`src/rtl/ram_march_tester.sv`:
```
// March C- built-in self-test engine for a single-port RAM (async read, sync write).
// Drives the RAM port while busy and records the first failing address, data and element.
module ram_march_tester #(
   parameter int                    ADDR_WIDTH = 8,
   parameter int                    DATA_WIDTH = 8,
   parameter logic [DATA_WIDTH-1:0] BG_PATTERN = '0
) (
   input  logic                  clk,
   input  logic                  rst_n,
   input  logic                  start,
   output logic                  busy,
   output logic                  done,
   output logic                  pass,
   output logic [ADDR_WIDTH-1:0] fail_addr,
   output logic [DATA_WIDTH-1:0] fail_data,
   output logic [2:0]            fail_elem,
   output logic [ADDR_WIDTH-1:0] ram_addr,
   output logic [DATA_WIDTH-1:0] ram_data_in,
   output logic                  ram_wr_en,
   input  logic [DATA_WIDTH-1:0] ram_data_out
);

   // state  | meaning
   // IDLE   | after reset, waiting for start, RAM port parked at zero
   // RUN    | one march op per cycle; op held in elem/addr/rd registers
   // DONE   | result valid, waiting for next start

   typedef enum logic [1:0] {S_IDLE, S_RUN, S_DONE} state_t;

   localparam logic [ADDR_WIDTH-1:0] ADDR_LAST = '1;
   localparam logic [ADDR_WIDTH-1:0] ADDR_ONE  = ADDR_WIDTH'(1);

   state_t                  state_q, state_d;
   logic [2:0]              elem_q, elem_d;
   logic [ADDR_WIDTH-1:0]   addr_q, addr_d;
   logic                    rd_q, rd_d;
   logic                    busy_q, busy_d;
   logic                    wr_en_q, wr_en_d;
   logic [DATA_WIDTH-1:0]   data_in_q, data_in_d;
   logic                    done_q, done_d;
   logic                    pass_q, pass_d;
   logic [ADDR_WIDTH-1:0]   fail_addr_q, fail_addr_d;
   logic [DATA_WIDTH-1:0]   fail_data_q, fail_data_d;
   logic [2:0]              fail_elem_q, fail_elem_d;

   logic [2:0]              elem_nx;
   logic                    last_addr;
   logic                    mismatch;

   function automatic logic elem_down(input logic [2:0] e);
      return (e == 3'd3) || (e == 3'd4);
   endfunction

   function automatic logic [DATA_WIDTH-1:0] elem_wval(input logic [2:0] e);
      return ((e == 3'd1) || (e == 3'd3)) ? ~BG_PATTERN : BG_PATTERN;
   endfunction

   function automatic logic [DATA_WIDTH-1:0] elem_rval(input logic [2:0] e);
      return ((e == 3'd2) || (e == 3'd4)) ? ~BG_PATTERN : BG_PATTERN;
   endfunction

   assign elem_nx   = elem_q + 3'd1;
   assign last_addr = elem_down(elem_q) ? (addr_q == '0) : (addr_q == ADDR_LAST);
   assign mismatch  = busy_q && rd_q && (ram_data_out != elem_rval(elem_q));

   always_ff @(posedge clk or negedge rst_n) begin
      if (!rst_n) begin
         state_q     <= S_IDLE;
         elem_q      <= 3'd0;
         addr_q      <= '0;
         rd_q        <= 1'b0;
         busy_q      <= 1'b0;
         wr_en_q     <= 1'b0;
         data_in_q   <= '0;
         done_q      <= 1'b0;
         pass_q      <= 1'b0;
         fail_addr_q <= '0;
         fail_data_q <= '0;
         fail_elem_q <= 3'd0;
      end else begin
         state_q     <= state_d;
         elem_q      <= elem_d;
         addr_q      <= addr_d;
         rd_q        <= rd_d;
         busy_q      <= busy_d;
         wr_en_q     <= wr_en_d;
         data_in_q   <= data_in_d;
         done_q      <= done_d;
         pass_q      <= pass_d;
         fail_addr_q <= fail_addr_d;
         fail_data_q <= fail_data_d;
         fail_elem_q <= fail_elem_d;
      end
   end

   always_comb begin
      state_d     = state_q;
      elem_d      = elem_q;
      addr_d      = addr_q;
      rd_d        = rd_q;
      busy_d      = busy_q;
      wr_en_d     = wr_en_q;
      data_in_d   = data_in_q;
      done_d      = done_q;
      pass_d      = pass_q;
      fail_addr_d = fail_addr_q;
      fail_data_d = fail_data_q;
      fail_elem_d = fail_elem_q;

      case (state_q)
         S_IDLE, S_DONE: begin
            if (start) begin
               state_d     = S_RUN;
               busy_d      = 1'b1;
               elem_d      = 3'd0;
               addr_d      = '0;
               rd_d        = 1'b0;
               wr_en_d     = 1'b1;
               data_in_d   = BG_PATTERN;
               done_d      = 1'b0;
               pass_d      = 1'b0;
               fail_addr_d = '0;
               fail_data_d = '0;
               fail_elem_d = 3'd0;
            end
         end
         S_RUN: begin
            if (mismatch || (last_addr && !rd_q && elem_q == 3'd5) ||
                (last_addr && rd_q && elem_q == 3'd5)) begin
               // abort on mismatch, or finish after the final M5 read
               state_d   = S_DONE;
               busy_d    = 1'b0;
               elem_d    = 3'd0;
               addr_d    = '0;
               rd_d      = 1'b0;
               wr_en_d   = 1'b0;
               data_in_d = '0;
               done_d    = 1'b1;
               pass_d    = !mismatch;
               if (mismatch) begin
                  fail_addr_d = addr_q;
                  fail_data_d = ram_data_out;
                  fail_elem_d = elem_q;
               end
            end else if (rd_q && elem_q != 3'd5) begin
               rd_d      = 1'b0;
               wr_en_d   = 1'b1;
               data_in_d = elem_wval(elem_q);
            end else if (!last_addr) begin
               addr_d    = elem_down(elem_q) ? addr_q - ADDR_ONE : addr_q + ADDR_ONE;
               rd_d      = (elem_q != 3'd0);
               wr_en_d   = (elem_q == 3'd0);
               data_in_d = (elem_q == 3'd0) ? BG_PATTERN : '0;
            end else begin
               elem_d    = elem_nx;
               addr_d    = elem_down(elem_nx) ? ADDR_LAST : '0;
               rd_d      = 1'b1;
               wr_en_d   = 1'b0;
               data_in_d = '0;
            end
         end
         default: state_d = S_IDLE;
      endcase
   end

   assign busy        = busy_q;
   assign done        = done_q;
   assign pass        = pass_q;
   assign fail_addr   = fail_addr_q;
   assign fail_data   = fail_data_q;
   assign fail_elem   = fail_elem_q;
   assign ram_addr    = addr_q;
   assign ram_data_in = data_in_q;
   assign ram_wr_en   = wr_en_q;

endmodule

```
`config.mk`:
```
export PLATFORM = sky130hd
export DESIGN_NAME = ram_march_tester
export DESIGN_NICKNAME = d
export VERILOG_FILES = /design/src/rtl/ram_march_tester.sv
export SDC_FILE = /design/constraint.sdc
export NUM_CORES = 1
export LEC_CHECK = 0
export ABC_AREA = 1
export CORE_UTILIZATION = 60
export CTS_CLUSTER_DIAMETER = 120
export DETAILED_ROUTE_END_ITERATION = 8
export DONT_BUFFER_PORTS = 1
export PLACE_DENSITY = 0.82
export SKIP_LAST_GASP = 1
export SLEW_MARGIN = 20
export SYNTH_ARGS = -nofsm -noshare
export SYNTH_HDL_FRONTEND = slang
export SYNTH_SLANG_ARGS = --single-unit
```
`constraint.sdc`:
```
create_clock -name clk -period 4.8 [get_ports clk]
set_input_delay 0.48 -clock clk [delete_from_list [all_inputs] [get_ports clk]]
set_output_delay 0.48 -clock clk [all_outputs]
set_load 0.01 [all_outputs]
```
==> flow_results.org <==
** Power
- The worst-case IR drop observed on VDD is 0.271 mV.
- Reported leakage power :: about 0.0013 µW
- Power per unit of standard cell area :: approximately 680 nW/µm²

** Synth
- Count of mapped cells out of synthesis :: 293
- The synthesized netlist devotes 1.16% of its cell area to XOR and XNOR gates.
- Sorting the synthesized cells by area gives the leading types as dfrtp_1 42%, nand2_1 16%, nand3_1 9.7%.
- Dominant combinational cell family by area after synthesis :: simple AND/OR/NAND/NOR gates
- In the synthesized netlist the async set-or-reset flop fraction comes to 100%.
- Dividing the synthesized area by the synthesized cell count gives just under 8 µm².
- For this run, the leading register cell type out of synthesis is dfrtp_1.
- In this run the biggest area consumer among cell types represents a little over two fifths of the synthesized area.
- Number of different library cells in the post-synthesis netlist :: 31
- Share of synthesized area spent on multiplexers :: less than 1%
- #FFs+latches synth :: 38
- After Yosys synthesis, full adders, half adders and majority gates account for approximately 7% of the synthesized area.
- Post-synthesis compound-gate area fraction :: around 4.5%
- Summing the areas of all and, or, nand and nor instances in the mapped netlist gives 37.3% of the synthesized area.
- The mapped netlist covers ~2300 µm².
- Counting flops with a built-in enable in the synthesized netlist gives 0.
- Counting instances in the post-synthesis netlist gives the leading cell types as 95 x nand2_1, 44 x nand3_1, 38 x dfrtp_1.
- Largest area contributor in the synthesized netlist :: dfrtp_1
- Most frequent cell after synthesis :: nand2_1
- For this run, the number of Yosys warnings is 0.
- Net count of the mapped netlist :: between 300 and 400
- For this run, the register share of the synthesized area comes to about two fifths.

** Place
- The count of buffers added on input and output ports is 0.
- After legalization and detailed placement, the total HPWL measured about 3400 µm.
- Area of placed instances :: between 2000 and 2500 µm²
- Final weighted congestion of routability-driven global placement :: about 0.83

** Clocking
- For this design, the sink count on the clock tree is 38.
- CTS tree :: done
- In this run, post-CTS repair resized a total of 0 instances.
- Clock Pin Slew Worst Setup and Hold Paths :: 0.07 ns
- Latest clock arrival within the worst-skew pair :: 0.28 ns
- Postcts setup bufs :: 0
- The longest clock path from root to sink contains 2 buffers.
- Total CTS buffers :: 5
- CTS placed an instance of clkbuf_8 at the clock tree root.
- Maximum level of the CTS H-tree :: 2

** Worst setup path
- CP most frequent cell :: nand2_1
- Of all nets on the critical path, the largest fanout is 10.
- Setup CP Type :: flip-flop to flip-flop
- The critical path contains buffers and inverters numbering 2 combined.
- Cells on worst reg2reg path :: 13
- CP top delay family :: simple AND/OR/NAND/NOR gates
- At the worst endpoint, the required time is approximately 5 ns.
- Crit path max-delay cell type :: dfrtp_1
- Endpoint class of the critical path :: flip-flop
- Traced cell by cell, the critical path runs through inv_1 > ha_1 > nor2_4 > nor2_2 > ha_1 > inv_1 > o21bai_1 > a21boi_0 > nand2_1 > nand2_1 > nand3_1 > nand3_1 > nand2_1.
- R2r endpoint :: ram_addr[7]
- STA puts the critical path data arrival time at approximately 2.6 ns.
- R2R Path Start :: elem_q[0]
- Tracing the worst setup path back leads to its startpoint at elem_q[0].
- The setup check on the worst reg-to-reg path leaves a slack of about 2.4 ns.
- STA classifies the critical path startpoint as a flip-flop.
- Delay of the slowest cell on the worst path :: between 0.4 and 0.5 ns

** Floorplanning
- X dimension of the die :: between 60 and 70 µm
- Initial Util :: approximately two thirds
- The total area inside the core boundary comes to 3470 µm².
- The floorplan has 21 rows.
- From bottom edge to top edge, the die measures around 64 µm.
- Die area :: 4040 µm²
- 50 I/O pins were placed.

** STA
- Setup repair after global routing left no endpoint under its margin.
- Largest clock skew in the final design :: roughly 0.0022 ns
- In the finished design, the share of the clock period the worst path needs comes to 50.3%.
- In this run the tightest slew margin relative to its limit is 41.9%.
- The worst path needs between 2 and 2.5 ns of the cycle, external delays included.
- Sum Neg Setup Slack :: 0 ns
- At the pin with the least slew margin, the transition time is about 0.87 ns.
- Hold Vio Cnt, Final :: 0
- Max Slew Vio Count :: 0
- Based on the critical path, the design can be clocked at up to a little over 0.4 GHz.
- Setup violators final :: 0

** GRT
- Total GRT Usage :: between 20% and 30%
- Maximum number of pins on one net before global-route repair :: 39
- The via count of the first global-routing pass is 1858.
- The initial antenna violation count is 0.
- After global routing the overflow that remains totals 0.
- First-pass GRT wire length :: roughly 8200 µm

** Route
- In this run the remaining antenna-violating nets after routing total 0.
- Vias/cell :: between 5 and 6
- DRC violations left :: 0
- Summed over all layers, the routed wires come to around 4700 µm.
- Count of TritonRoute iterations in the first routing pass :: 4
- The first routing iteration left about 130 violations.
- Detailed-route via count :: approximately 1900
- After detailed routing, the average wire length per cell comes to about 14 µm.

** Layout
- Relative to the synthesized area, the layout overhead comes to 3.19%.
- 0 antenna diodes ended up in the layout.
- Layout cells sized above 1 :: a little under a tenth
- For this run, the post-layout net count is approximately 310.
- After filler insertion, the fill cell instance count of the layout stands at just under 300.
- After routing the design area is 2340 µm².

** Status
- The flow ran to the end, and the final reports show no timing, DRC or antenna violations.

** Hold path
- Worst hold path class :: input port to async pin

** Flow run
- Max-cap violations in this run came to 0.
[metrics by stage]
stage               setup WS, ns  hold WS [ns]  util, %  cells  total power [µW]
CTS                         2.39        0.0385     67.6    333              1590
global route                2.15        0.0415     67.6    333              1750
detailed placement          2.41         0.185     64.6    326              1370
global placement            2.44         0.185     64.6    326              1340
floorplan                   2.69         0.184        -    293              1250
finish                      2.38        0.0268     67.6    333              1590
[sequential cells by signal, indices dropped and copies added, names as in the netlist]
name	flops
fail_data	8
fail_addr	8
ram_addr	8
state_q	2
done	1
rd_q	1
elem_q	3
pass	1
busy	1
ram_wr_en	1
ram_data_in	1
fail_elem	3
[kinds of logic (layout without fill, tap and decap cells)]
kind of cell,after synthesis,in the layout
muxes,1,1
buffers and inverters,37,31
AOI/OAI and AO/OA,18,18
xor gates and xnor gates,3,3
DFF,38,38
adders and majority gates,12,12
and+or+nand+nor,184,184
[where the power goes]
part	internal, µW	switching [µW]	total (µW)
Sequential	434	159	593
Clock	111	101	212
Combinational	254	533	788
[worst reg2reg max path: cells and delay by family (launching register included)]
| kind | cells | cell delay (ns) |
|---|---|---|
| AO/OA/AOI/OAI | 2 | 0.34 |
| adder cells (fa/ha/maj) | 2 | 0.60 |
| buffers and inverters | 2 | 0.20 |
| flip-flops | 1 | 0.43 |
| AND/OR/NAND/NOR | 7 | 0.75 |
[what timing repair did]
| action | 4_1_cts | 5_1_grt |
|---|---|---|
| hold endpoints to repair | 38 | 0 |
| hold buffers | 1 | 0 |
| setup endpoints to repair | 0 | 0 |
[layer usage]
metal	wire [µm]	global-route usage [%]	share of wire [%]
met1	1900	28.1	40
met2	2400	46.3	51
met3	355	8.15	7.6
met4	40	7.67	0.85
met5	0	0	0
[area by class of cell]
class                   count  area (µm²)  area share, %
multi-input cells         218        1140           48.8
flip-flops and latches     38         951           40.6
inverters                  24        90.1           3.84
clock buffers               6        82.6           3.52
well taps                  46        57.6           2.45
repair buffers              1        20.0          0.854
[worst max-delay path by stage]
stage,endpoint,slack [ns],cells after the start
after global routing,ram_addr[7],2.15,13
final,ram_addr[7],2.38,13
after CTS,ram_addr[7],2.39,13
after global placement,ram_addr[7],2.44,13
after floorplan,ram_addr[7],2.69,13
after detailed placement,ram_addr[7],2.41,13
[cells in the final DEF (no fill, tap or decap)]
master / synthesis / final
nand3_1: 44 / 44
fa_1: 1 / 1
mux2_2: 1 / 1
nand2_2: 3 / 3
xor2_1: 1 / 1
clkbuf_8: 0 / 6
nand4_1: 2 / 2
nor2_4: 2 / 2
a31oi_1: 1 / 1
o21ai_1: 1 / 1
xnor2_1: 2 / 2
nand3_4: 1 / 1
nand2_8: 1 / 1
inv_1: 21 / 21
or2_0: 1 / 1
nor2_1: 27 / 27
buf_12: 0 / 1
ha_1: 11 / 11
nor2_2: 3 / 3
dfrtp_1: 38 / 38
nand2_1: 95 / 95
nand2_4: 2 / 2
o21ai_0: 7 / 7
o21bai_1: 2 / 2
inv_2: 3 / 3
a21oi_1: 4 / 4
nand3_2: 3 / 3
o22ai_1: 2 / 2
a21boi_0: 1 / 1
(Power assumes the default switching activity.)
